`config.mk`:
```
export PLATFORM = sky130hd
export DESIGN_NAME = arbiter_spec_monitor_n
export DESIGN_NICKNAME = d
export VERILOG_FILES = /design/src/rtl/arbiter_spec_monitor_n.sv
export SDC_FILE = /design/constraint.sdc
export NUM_CORES = 1
export LEC_CHECK = 0
export CORE_UTILIZATION = 44
export DETAILED_ROUTE_END_ITERATION = 8
export PLACE_DENSITY = 0.76
export SLEW_MARGIN = 10
export SYNTH_ARGS = -nofsm -noshare
export SYNTH_HDL_FRONTEND = slang
export SYNTH_SLANG_ARGS = --single-unit
export TNS_END_PERCENT = 5
```
`constraint.sdc`:
```
create_clock -name i_clk -period 1.8 [get_ports i_clk]
set_input_delay 0.18 -clock i_clk [delete_from_list [all_inputs] [get_ports i_clk]]
set_output_delay 0.18 -clock i_clk [all_outputs]
set_load 0.005 [all_outputs]
```
`src/rtl/arbiter_spec_monitor_n.sv`:
```
// Safety/fairness error monitor for an N-client arbiter spec.
// Flags grant/master mismatch, mutex and range faults, and starvation.
module arbiter_spec_monitor_n #(
    parameter int N_CLIENTS  = 4,
    parameter int MASTER_W   = $clog2(N_CLIENTS),
    parameter int FAIR_BOUND = 8,
    parameter int CNT_W      = $clog2(FAIR_BOUND + 1),
    parameter bit STICKY     = 1'b0
) (
    input  logic                 i_clk,
    input  logic                 i_rst_n,
    input  logic                 i_ready,
    input  logic [N_CLIENTS-1:0] i_req,
    input  logic [N_CLIENTS-1:0] controllable_grant,
    input  logic [MASTER_W-1:0]  controllable_master,
    output logic                 o_err,
    output logic                 o_err_safety,
    output logic                 o_err_fair,
    output logic [N_CLIENTS-1:0] o_fair_done
);

    localparam logic [CNT_W-1:0]    BOUND = CNT_W'(FAIR_BOUND);
    localparam logic [MASTER_W:0]   N_EXT = (MASTER_W + 1)'(N_CLIENTS);
    localparam logic [N_CLIENTS-1:0] ONE  = N_CLIENTS'(1);

    logic                 ready_q;
    logic [N_CLIENTS-1:0] grant_q;
    logic [N_CLIENTS-1:0] done_q, done_d;
    logic [CNT_W-1:0]     cnt_q, cnt_d;
    logic                 err_q, err_d;

    logic [N_CLIENTS-1:0] client_bad;
    logic [N_CLIENTS-1:0] fair;
    logic                 range_bad;
    logic                 mutex_bad;
    logic                 err_now;

    always_comb begin
        client_bad = '0;
        fair       = '0;
        for (int i = 0; i < N_CLIENTS; i++) begin
            client_bad[i] = grant_q[i]
                != (controllable_master == MASTER_W'(i));
            fair[i] = (controllable_master != MASTER_W'(i))
                | ~i_req[i];
        end
    end

    assign range_bad = {1'b0, controllable_master} >= N_EXT;
    // More than one bit set iff clearing the lowest set bit leaves any.
    assign mutex_bad = |(grant_q & (grant_q - ONE));

    assign o_err_safety = ready_q
        & (|client_bad | range_bad | mutex_bad);
    assign o_err_fair   = cnt_q >= BOUND;
    assign o_fair_done  = done_q;
    assign err_now      = o_err_safety | o_err_fair;
    assign o_err        = err_now | err_q;

    always_comb begin
        done_d = done_q;
        cnt_d  = cnt_q;
        err_d  = STICKY ? (err_q | err_now) : 1'b0;
        if (&done_q) begin
            done_d = '0;
        end else if (|(fair & ~done_q)) begin
            done_d = done_q | fair;
            cnt_d  = '0;
        end else if (cnt_q < BOUND) begin
            cnt_d = cnt_q + CNT_W'(1);
        end
    end

    always_ff @(posedge i_clk or negedge i_rst_n) begin
        if (!i_rst_n) begin
            ready_q <= 1'b0;
            grant_q <= '0;
            done_q  <= '0;
            cnt_q   <= '0;
            err_q   <= 1'b0;
        end else begin
            ready_q <= i_ready;
            grant_q <= controllable_grant;
            done_q  <= done_d;
            cnt_q   <= cnt_d;
            err_q   <= err_d;
        end
    end

endmodule

```
==> impl_metrics.csv, run 1 <==
group,metric,value,unit
cells_and_area,final_common_cell,"clkdlybuf4s50_1",
timing,slew_headroom,62.32,%
setup_path,regToRegStartpoint,"o_fair_done[2]",
drt,wl_per_cell,13.37,um
die,pin_count,20,
cts,clock_latency,270,ps
setup_path,rrSetupSlack,420,ps
die,die_w,40.31,um
cts,cts.clk_slew.worst_paths,80,ps
logic_synthesis,synth_nets,78,
drt,ant_nets,0,
cells_and_area,fin_util,66.14,%
cells_and_area,num-fill-cells,114,
timing,clock.fmax,590.0,MHz
cells_and_area,layout_common_cells,"clkdlybuf4s50_1 (17), dfrtp_1 (13), inv_1 (5), nand2_1 (5), nor2_1 (5)",
drt,drc_errors,0,
place,placed_cells_incl_taps,96,
place,place_congestion,0.6607,
cts,cts-root-buf,"clkbuf_4",
timing,fin_ws,105.1,ps
setup_path,reg2reg_depth,3,
cts,cts_tree,"yes",
timing,fin_crit_sh,94.16,%
timing,finalSetupViolCount,0,
logic_synthesis,synth-seq-cells,13,
setup_path,crit_arrival,1510,ps
grt,grt_overflow,0,
cts,cts_inserted_buffers,3,
cts,cts_max_path_buffers,2,
setup_path,crit_type,"primary input to output pin",
die,die-area,1624,um2
cts,htree_levels,1,
power_and_ir_drop,power.leakage,0.3569,nW
timing,setup_tns,0,ps
cells_and_area,drive_above_1_share,7.059,%
drt,drtIter0Drc,9,
logic_synthesis,synth_area,645.6,um2
die,core_area,1334,um2
timing,worst_slew_pin_slew,563.4,ps
logic_synthesis,ys_warn_count,0,
timing,fin_crit,1695,ps
place,dp_slack,-198.3,ps
cells_and_area,finalNonFillerCells,100,
timing,rsz0062_at_grt,"true",
cells_and_area,nNetsFinal,101,
drt,dr.max_layer_used,"met3",
setup_path,start_kind,"primary input",
power_and_ir_drop,p_seq_share,51.2,%
logic_synthesis,synth_cell_types,26,
setup_path,worst_r2r_endpoint,"cnt_q[2]",
logic_synthesis,syn_inst,63,
power_and_ir_drop,p_clk_share,23.4,%
timing,clock_skew,1.548,ps
drt,drtPass1Iterations,4,
setup_path,cp_max_fo,5,
hold_path,min_path_type,"primary input to asynchronous set/reset pin",
drt,dr_wl_met3,62,um
grt,grt_usage,19.81,%
drt,vias_per_cell,5.560,
grt,grt_pass1_wl,2028,um
place,portBuffers,19,
grt,grt_max_degree,14,
run_status,run_status,"completed",
timing,hold_viol,0,
die,die_h,40.31,um
power_and_ir_drop,peakVddDrop,439.7,uV
cells_and_area,areaGrowthSynthToFinish,36.63,%
grt,grt_antenna_before_repair,0,
power_and_ir_drop,internal_power,0.0005289,W
power_and_ir_drop,combinationalPowerShare,25.4,%
cts,cts_setup_buffers,0,
logic_synthesis,ys_seq_area_share,50.39,%
logic_synthesis,syn_avg_cell_area,10.25,um2
drt,vias,556,
setup_path,end_kind,"output pin",
grt,grt_pass1_vias,478,
power_and_ir_drop,p_switching,0.0002275,W
cts,clkSinkCount,13,
timing,slew_violations,0,
die,num_rows,13,
setup_path,worstPathRequired,1620,ps
drt,wl,1337,um
place,dpl.hpwl,1010,um
die,initial_core_util,48.41,%
power_and_ir_drop,power_density,857.4,nW/um2
cells_and_area,n_antenna_cell,0,
drt,met1_length,640,um
power_and_ir_drop,switching_share,30.08,%
flow_run,drv_cap,0,
drt,dr_wl_met2,635,um
==> Yosys cell counts (all sizes together) <==
master | n | area share (%)
and3 | 1 | 0.97
o21ai | 1 | 0.77
nor4bb | 2 | 3.1
ha | 2 | 3.9
nand2b | 2 | 1.9
nor3b | 1 | 1.2
nor4b | 1 | 1.4
mux2i | 1 | 1.6
or3 | 1 | 0.97
a41o | 1 | 1.6
a41oi | 2 | 2.7
nor2b | 1 | 0.97
dfrtp | 13 | 50
a211oi | 1 | 1.9
nand2 | 5 | 2.9
nand4 | 2 | 1.9
o311a | 1 | 1.6
a221oi | 2 | 2.7
nor4 | 1 | 0.97
nor2 | 5 | 2.9
xnor2 | 1 | 1.4
o22ai | 2 | 1.9
clkbuf | 3 | 1.7
nand4b | 2 | 2.7
nor3 | 4 | 3.1
inv | 5 | 2.9
==> layer usage <==
metal  global-route usage, %  vias to the layer above
met5                       0                        -
met1                   26.22                      267
met3                   5.000                        0
met2                   29.84                       13
met4                   10.00                        0
li1                        -                      276
==> cell families (layout without fill, tap and decap cells) <==
logic type | after synthesis | in the layout | synth area share (%)
AND/OR/NAND/NOR | 28 | 28 | 25.00
flip-flops | 13 | 13 | 50.39
adder cells (fa/ha/maj) | 2 | 2 | 3.875
buffers and inverters | 8 | 30 | 4.651
multiplexers | 1 | 1 | 1.550
AO/OA/AOI/OAI | 10 | 10 | 13.18
XOR/XNOR | 1 | 1 | 1.357
==> state kept, by name, indices dropped and copies added, names as in the netlist <==
signal	cells
cnt_q	4
grant_q	4
o_fair_done	4
ready_q	1
==> layout make-up <==
type                    instances  area, um2  area share [%]
flip-flops and latches         13      325.3           36.88
well taps                      15      18.77           2.128
clock buffers                   4      26.28           2.979
multi-input cells              42      290.3           32.91
inverters                       5      18.77           2.128
repair buffers                 21      202.7           22.98
==> timing repair <==
action	CTS	global route
setup endpoints to repair	2	1
hold buffers	0	0
resized for setup	2	0
cloned	0	0
==> through the flow <==
step,hold WS (ps),power (W),area (um2)
3_3_place_gp,573.4,0.0005811,858.3
6_report,265.8,0.0007563,882.1
5_1_grt,306.3,0.0008084,882.1
3_5_place_dp,587.4,0.0005865,858.3
4_1_cts,289.4,0.0007673,882.1
2_1_floorplan,-115.6,0.0004654,645.6
==> worst max-delay path by stage <==
stage | start | end | slack, ps
after CTS | controllable_master[0] | o_err_safety | 110
after detailed placement | controllable_master[0] | o_err_safety | -200
after floorplan | o_fair_done[3] | cnt_q[2] | 490
after global placement | controllable_master[0] | o_err_safety | -110
final | controllable_master[0] | o_err_safety | 110
after global routing | controllable_master[0] | o_err_safety | -10
==> critical path: stages <==
cell and delay [ps]:
clkdlybuf4s50_1 520, nand2b_1 120, o22ai_1 100, a221oi_1 320, dlygate4sd2_1 280
==> power by group through the flow <==
stage	logic, W	clock network, W	registers (W)
finish	0.000192	0.000177	0.000387
detailed placement	0.000195	0	0.000391
CTS	0.000194	0.000187	0.000386
global placement	0.000190	0	0.000391
floorplan	0.0000831	0	0.000382
global route	0.000212	0.000199	0.000398
No activity file was read; power rests on OpenSTA's default activity.
==> inputs of run 2 (changes only) <==
CORE_UTILIZATION = 30   (was 44)
GPL_TIMING_DRIVEN = 1   (was default)
HOLD_SLACK_MARGIN = 0.05   (was default)
PLACE_DENSITY = default   (was 0.76)
==> impl_metrics.csv, run 2 (synthesis results as in run 1) <==
group,metric,value,unit
grt,grt_pass1_wl,2380,um
place,dpl.hpwl,1039,um
power_and_ir_drop,peakVddDrop,414.4,uV
drt,drtIter0Drc,8,
flow_run,drv_cap,0,
setup_path,cp-startpoint,"controllable_master[0]",
cts,cts_inserted_buffers,3,
cts,clock_latency,280,ps
cts,cts_setup_buffers,0,
cts,cts_tree,"yes",
cts,cts_max_path_buffers,2,
die,pin_count,20,
power_and_ir_drop,switching_share,30.58,%
power_and_ir_drop,combinationalPowerShare,25.1,%
cts,htree_levels,1,
grt,met3_usage,3.774,%
setup_path,crit_path_top_delay_cell,"clkdlybuf4s50_1",
cells_and_area,finalInstanceArea,897.1,um2
run_status,run_status,"completed",
timing,hold_viol,0,
power_and_ir_drop,p_switching,0.0002331,W
drt,ant_nets,0,
drt,drc_errors,0,
grt,grt_pass1_vias,537,
cells_and_area,fin_util,44.81,%
cells_and_area,final_common_cell,"clkdlybuf4s50_1",
timing,rsz0062_at_grt,"false",
cts,clkSinkCount,13,
setup_path,end_kind,"output pin",
place,dpl_cell_area,873.3,um2
drt,wl,1371,um
grt,grt_antenna_before_repair,0,
setup_path,crit_chain,"clkdlybuf4s50_1 -> nand2b_1 -> o22ai_1 -> a221oi_1 -> dlygate4sd2_1",
cells_and_area,drive_above_1_share,7.059,%
setup_path,regToRegStartpoint,"o_fair_done[3]",
die,num_rows,16,
drt,vias,559,
grt,grt_util_met1,17.13,%
grt,grt_overflow,0,
setup_path,crit_arrival,1510,ps
drt,drtPass1Iterations,2,
timing,clock_skew,1.499,ps
setup_path,crit_type,"primary input to output pin",
hold_path,min_path_type,"primary input to asynchronous set/reset pin",
die,initial_core_util,32.25,%
power_and_ir_drop,internal_power,0.0005292,W
die,die-area,2342,um2
timing,clock.fmax,591.4,MHz
cts,cts_resized,2,
power_and_ir_drop,power.leakage,0.3569,nW
timing,worst_slew_pin_slew,596.7,ps
cells_and_area,layout_common_cells,"clkdlybuf4s50_1 (17), dfrtp_1 (13), inv_1 (5), nand2_1 (5), nor2_1 (5)",
grt,grt_usage,13.74,%
drt,vias_per_cell,4.991,
setup_path,slowest_delay,530,ps
timing,slew_headroom,60.09,%
grt,grt.busiest_layer,"met2",
die,die_w,48.39,um
setup_path,worstPathRequired,1620,ps
timing,fin_crit,1691,ps
drt,wl_per_cell,12.24,um
place,place_congestion,0.8073,
cells_and_area,areaGrowthSynthToFinish,38.95,%
place,portBuffers,19,
die,core_area,2002,um2
cts,cts-root-buf,"clkbuf_4",
power_and_ir_drop,power_density,849.8,nW/um2
grt,grt_max_degree,14,
cts,cts_hold_buf,0,
timing,slew_violations,0,
power_and_ir_drop,p_clk_share,24.5,%
grt,grtUsageMet2,20.19,%
setup_path,cp_max_fo,5,
timing,fin_crit_sh,93.94,%
die,die_h,48.39,um
setup_path,start_kind,"primary input",
cells_and_area,n_antenna_cell,0,
cells_and_area,nNetsFinal,101,
timing,finalSetupViolCount,0,
power_and_ir_drop,p_seq_share,50.4,%
cts,cts.clk_slew.worst_paths,80,ps
-- run 2: per-layer routing --
metal  share of wire (%)  vias up  routed length (um)
li1                    -      277                   -
met4                 3.0        0                  41
met2                  46       15                 624
met5                   0        -                   0
met3                 4.8        5                  66
met1                  47      262                 639
-- run 2: cell type report --
type	count	area, um2
timing repair buffer	21	202.7
fill	201	1105
inverter	5	18.77
sequential	13	325.3
multi-input combinational	42	290.3
tap	27	33.78
clock buffer	4	26.28
-- run 2: power groups by stage --
stage                     Clock [W]  Combinational [W]  Sequential [W]
after floorplan                   0          0.0000831        0.000382
after global placement            0           0.000191        0.000390
after detailed placement          0           0.000196        0.000390
after CTS                  0.000192           0.000195        0.000384
after global routing       0.000201           0.000211        0.000396
final                      0.000187           0.000191        0.000384
-- run 2: worst max-delay path: cells and delay by family --
| kind | cells | cell delay [ps] |
|---|---|---|
| AOI/OAI and AO/OA | 2 | 390 |
| buffers and inverters | 2 | 820 |
| and+or+nand+nor | 1 | 120 |
-- run 2: worst paths after layout --
| check | to | slack [ps] | cells past startpoint |
|---|---|---|---|
| worst max-delay path | o_err | 110 | 5 |
| worst min-delay path | o_fair_done[1] | 270 | 1 |
| worst max register to register | cnt_q[2] | 420 | 3 |
| worst min register to register | cnt_q[2] | 600 | 2 |
| max in group asynchronous | grant_q[1] | 1140 | 1 |
| min in group i_clk | grant_q[3] | 330 | 1 |
-- run 2: metrics by stage --
step | TNS (ps) | hold WS [ps] | worst slack (ps) | instances | power (W)
floorplan | 0 | -115.6 | 485.7 | 63 | 0.0004654
global placement | -199.2 | 573.6 | -102.4 | 108 | 0.0005814
detailed placement | -307.7 | 580.8 | -189.2 | 108 | 0.0005863
CTS | 0 | 285.0 | 108.9 | 112 | 0.0007702
global route | 0 | 324.5 | 1.028 | 112 | 0.0008079
finish | 0 | 269.2 | 109.1 | 112 | 0.0007624
==> inputs of run 3 (changes only) <==
clock period = 2.16 ns   (was 1.8 ns; I/O delays follow)
==> impl_metrics.csv, run 3 (synthesis results as in run 1) <==
group,metric,value,unit
setup_path,end_kind,"output pin",
setup_path,start_kind,"primary input",
cts,clkSinkCount,13,
grt,grt_pass1_vias,523,
cts,cts-root-buf,"clkbuf_4",
setup_path,worst_r2r_endpoint,"cnt_q[2]",
drt,wl_per_cell,11.86,um
setup_path,reg2reg_depth,3,
place,dpl.hpwl,1020,um
cts,cts_tree,"yes",
setup_path,regToRegStartpoint,"o_fair_done[3]",
cells_and_area,areaGrowthSynthToFinish,39.34,%
drt,drtIter0Drc,14,
grt,grt_usage,13.01,%
cts,cts_hold_buf,0,
timing,slew_violations,0,
drt,ant_nets,0,
drt,drc_errors,0,
grt,grt_antenna_before_repair,0,
cts,cts_setup_buffers,0,
timing,clock_skew,5.994,ps
grt,grt_pass1_wl,2352,um
cts,clock_latency,270,ps
cells_and_area,layout_common_cells,"clkdlybuf4s50_1 (19), dfrtp_1 (13), inv_1 (5), nand2_1 (5), nor2_1 (5)",
cells_and_area,final_common_cell,"clkdlybuf4s50_1",
cells_and_area,fin_util,44.94,%
cells_and_area,nNetsFinal,101,
cts,cts_max_path_buffers,2,
cells_and_area,drive_above_1_share,7.059,%
setup_path,crit_type,"primary input to output pin",
drt,vias_per_cell,4.946,
flow_run,drv_cap,0,
die,initial_core_util,32.25,%
timing,hold_viol,0,
place,place_congestion,0.8335,
drt,drtPass1Iterations,4,
die,core_area,2002,um2
power_and_ir_drop,power_density,699.5,nW/um2
cts,cts.clk_slew.worst_paths,80,ps
drt,wl,1328,um
timing,fin_crit_sh,95.78,%
timing,worst_slew_pin_slew,594.0,ps
setup_path,worstPathRequired,1940,ps
setup_path,cp_max_fo,5,
grt,grt_max_degree,14,
drt,vias,554,
die,die_h,48.39,um
power_and_ir_drop,power.leakage,0.3538,nW
timing,slew_headroom,60.28,%
cells_and_area,n_antenna_cell,0,
run_status,run_status,"completed",
place,portBuffers,19,
cts,cts_inserted_buffers,3,
timing,rsz0062_at_grt,"false",
timing,clock.fmax,483.3,MHz
setup_path,rrSetupSlack,780,ps
die,pin_count,20,
die,die-area,2342,um2
power_and_ir_drop,peakVddDrop,414.0,uV
cts,htree_levels,1,
timing,fin_crit,2069,ps
hold_path,min_path_type,"primary input to asynchronous set/reset pin",
grt,grt_overflow,0,
timing,setup_tns,0,ps
die,die_w,48.39,um
timing,fin_ws,91.09,ps
die,num_rows,16,
place,dp_slack,88.11,ps
timing,finalSetupViolCount,0,
cts,cts_resized,0,
setup_path,crit_arrival,1850,ps
## run 3: cell count changes in the layout (fill, tap and decap cells not counted), sizes merged
cell / previous run / this run
dlygate4sd2: 2 / 0
clkdlybuf4s50: 17 / 19
## run 3: report_power, final
part	total, W	switching, W	internal, W
clock network	0.000148	0.0000767	0.0000715
logic	0.000161	0.0000652	0.0000954
registers	0.000320	0.0000449	0.000276
total	0.000629	0.000187	0.000443
## run 3: per-layer routing
metal  share of wire (%)  vias up  wire length, um  track usage, %
li1                    -      278                -               -
met1                  50      258              662           17.37
met2                  44       16              590           19.95
met3                 4.7        2               62           3.145
met4                0.90        0               12           5.882
met5                   0        -                0               0
## run 3: layout make-up
cell class / count / area (um2)
clock buffer: 4 / 26.28
timing repair buffer: 21 / 205.2
tap: 27 / 33.78
multi-input combinational: 42 / 290.3
fill: 200 / 1102
inverter: 5 / 18.77
sequential: 13 / 325.3
## run 3: how the worst max path moves through the flow
| stage | to | slack (ps) | from |
|---|---|---|---|
| after detailed placement | o_err | 90 | controllable_master[0] |
| after global routing | o_err | 10 | controllable_master[0] |
| final | o_err | 90 | controllable_master[0] |
| after global placement | o_err | 190 | controllable_master[0] |
| after floorplan | cnt_q[2] | 850 | o_fair_done[3] |
| after CTS | o_err | 80 | controllable_master[0] |
## run 3: through the flow
step | std cells | hold slack (ps) | power [W] | cell area [um2]
final | 112 | 311.5 | 0.0006293 | 899.6
after global routing | 112 | 357.5 | 0.0006750 | 899.6
after CTS | 112 | 325.6 | 0.0006380 | 899.6
after detailed placement | 108 | 581.0 | 0.0004872 | 873.3
after global placement | 108 | 573.0 | 0.0004848 | 873.3
after floorplan | 63 | -79.59 | 0.0003879 | 645.6
## run 3: critical path, cell delays in order
cell	delay (ps)
clkdlybuf4s50_1	520
nand2b_1	130
o22ai_1	90
a221oi_1	310
clkdlybuf4s50_1	580
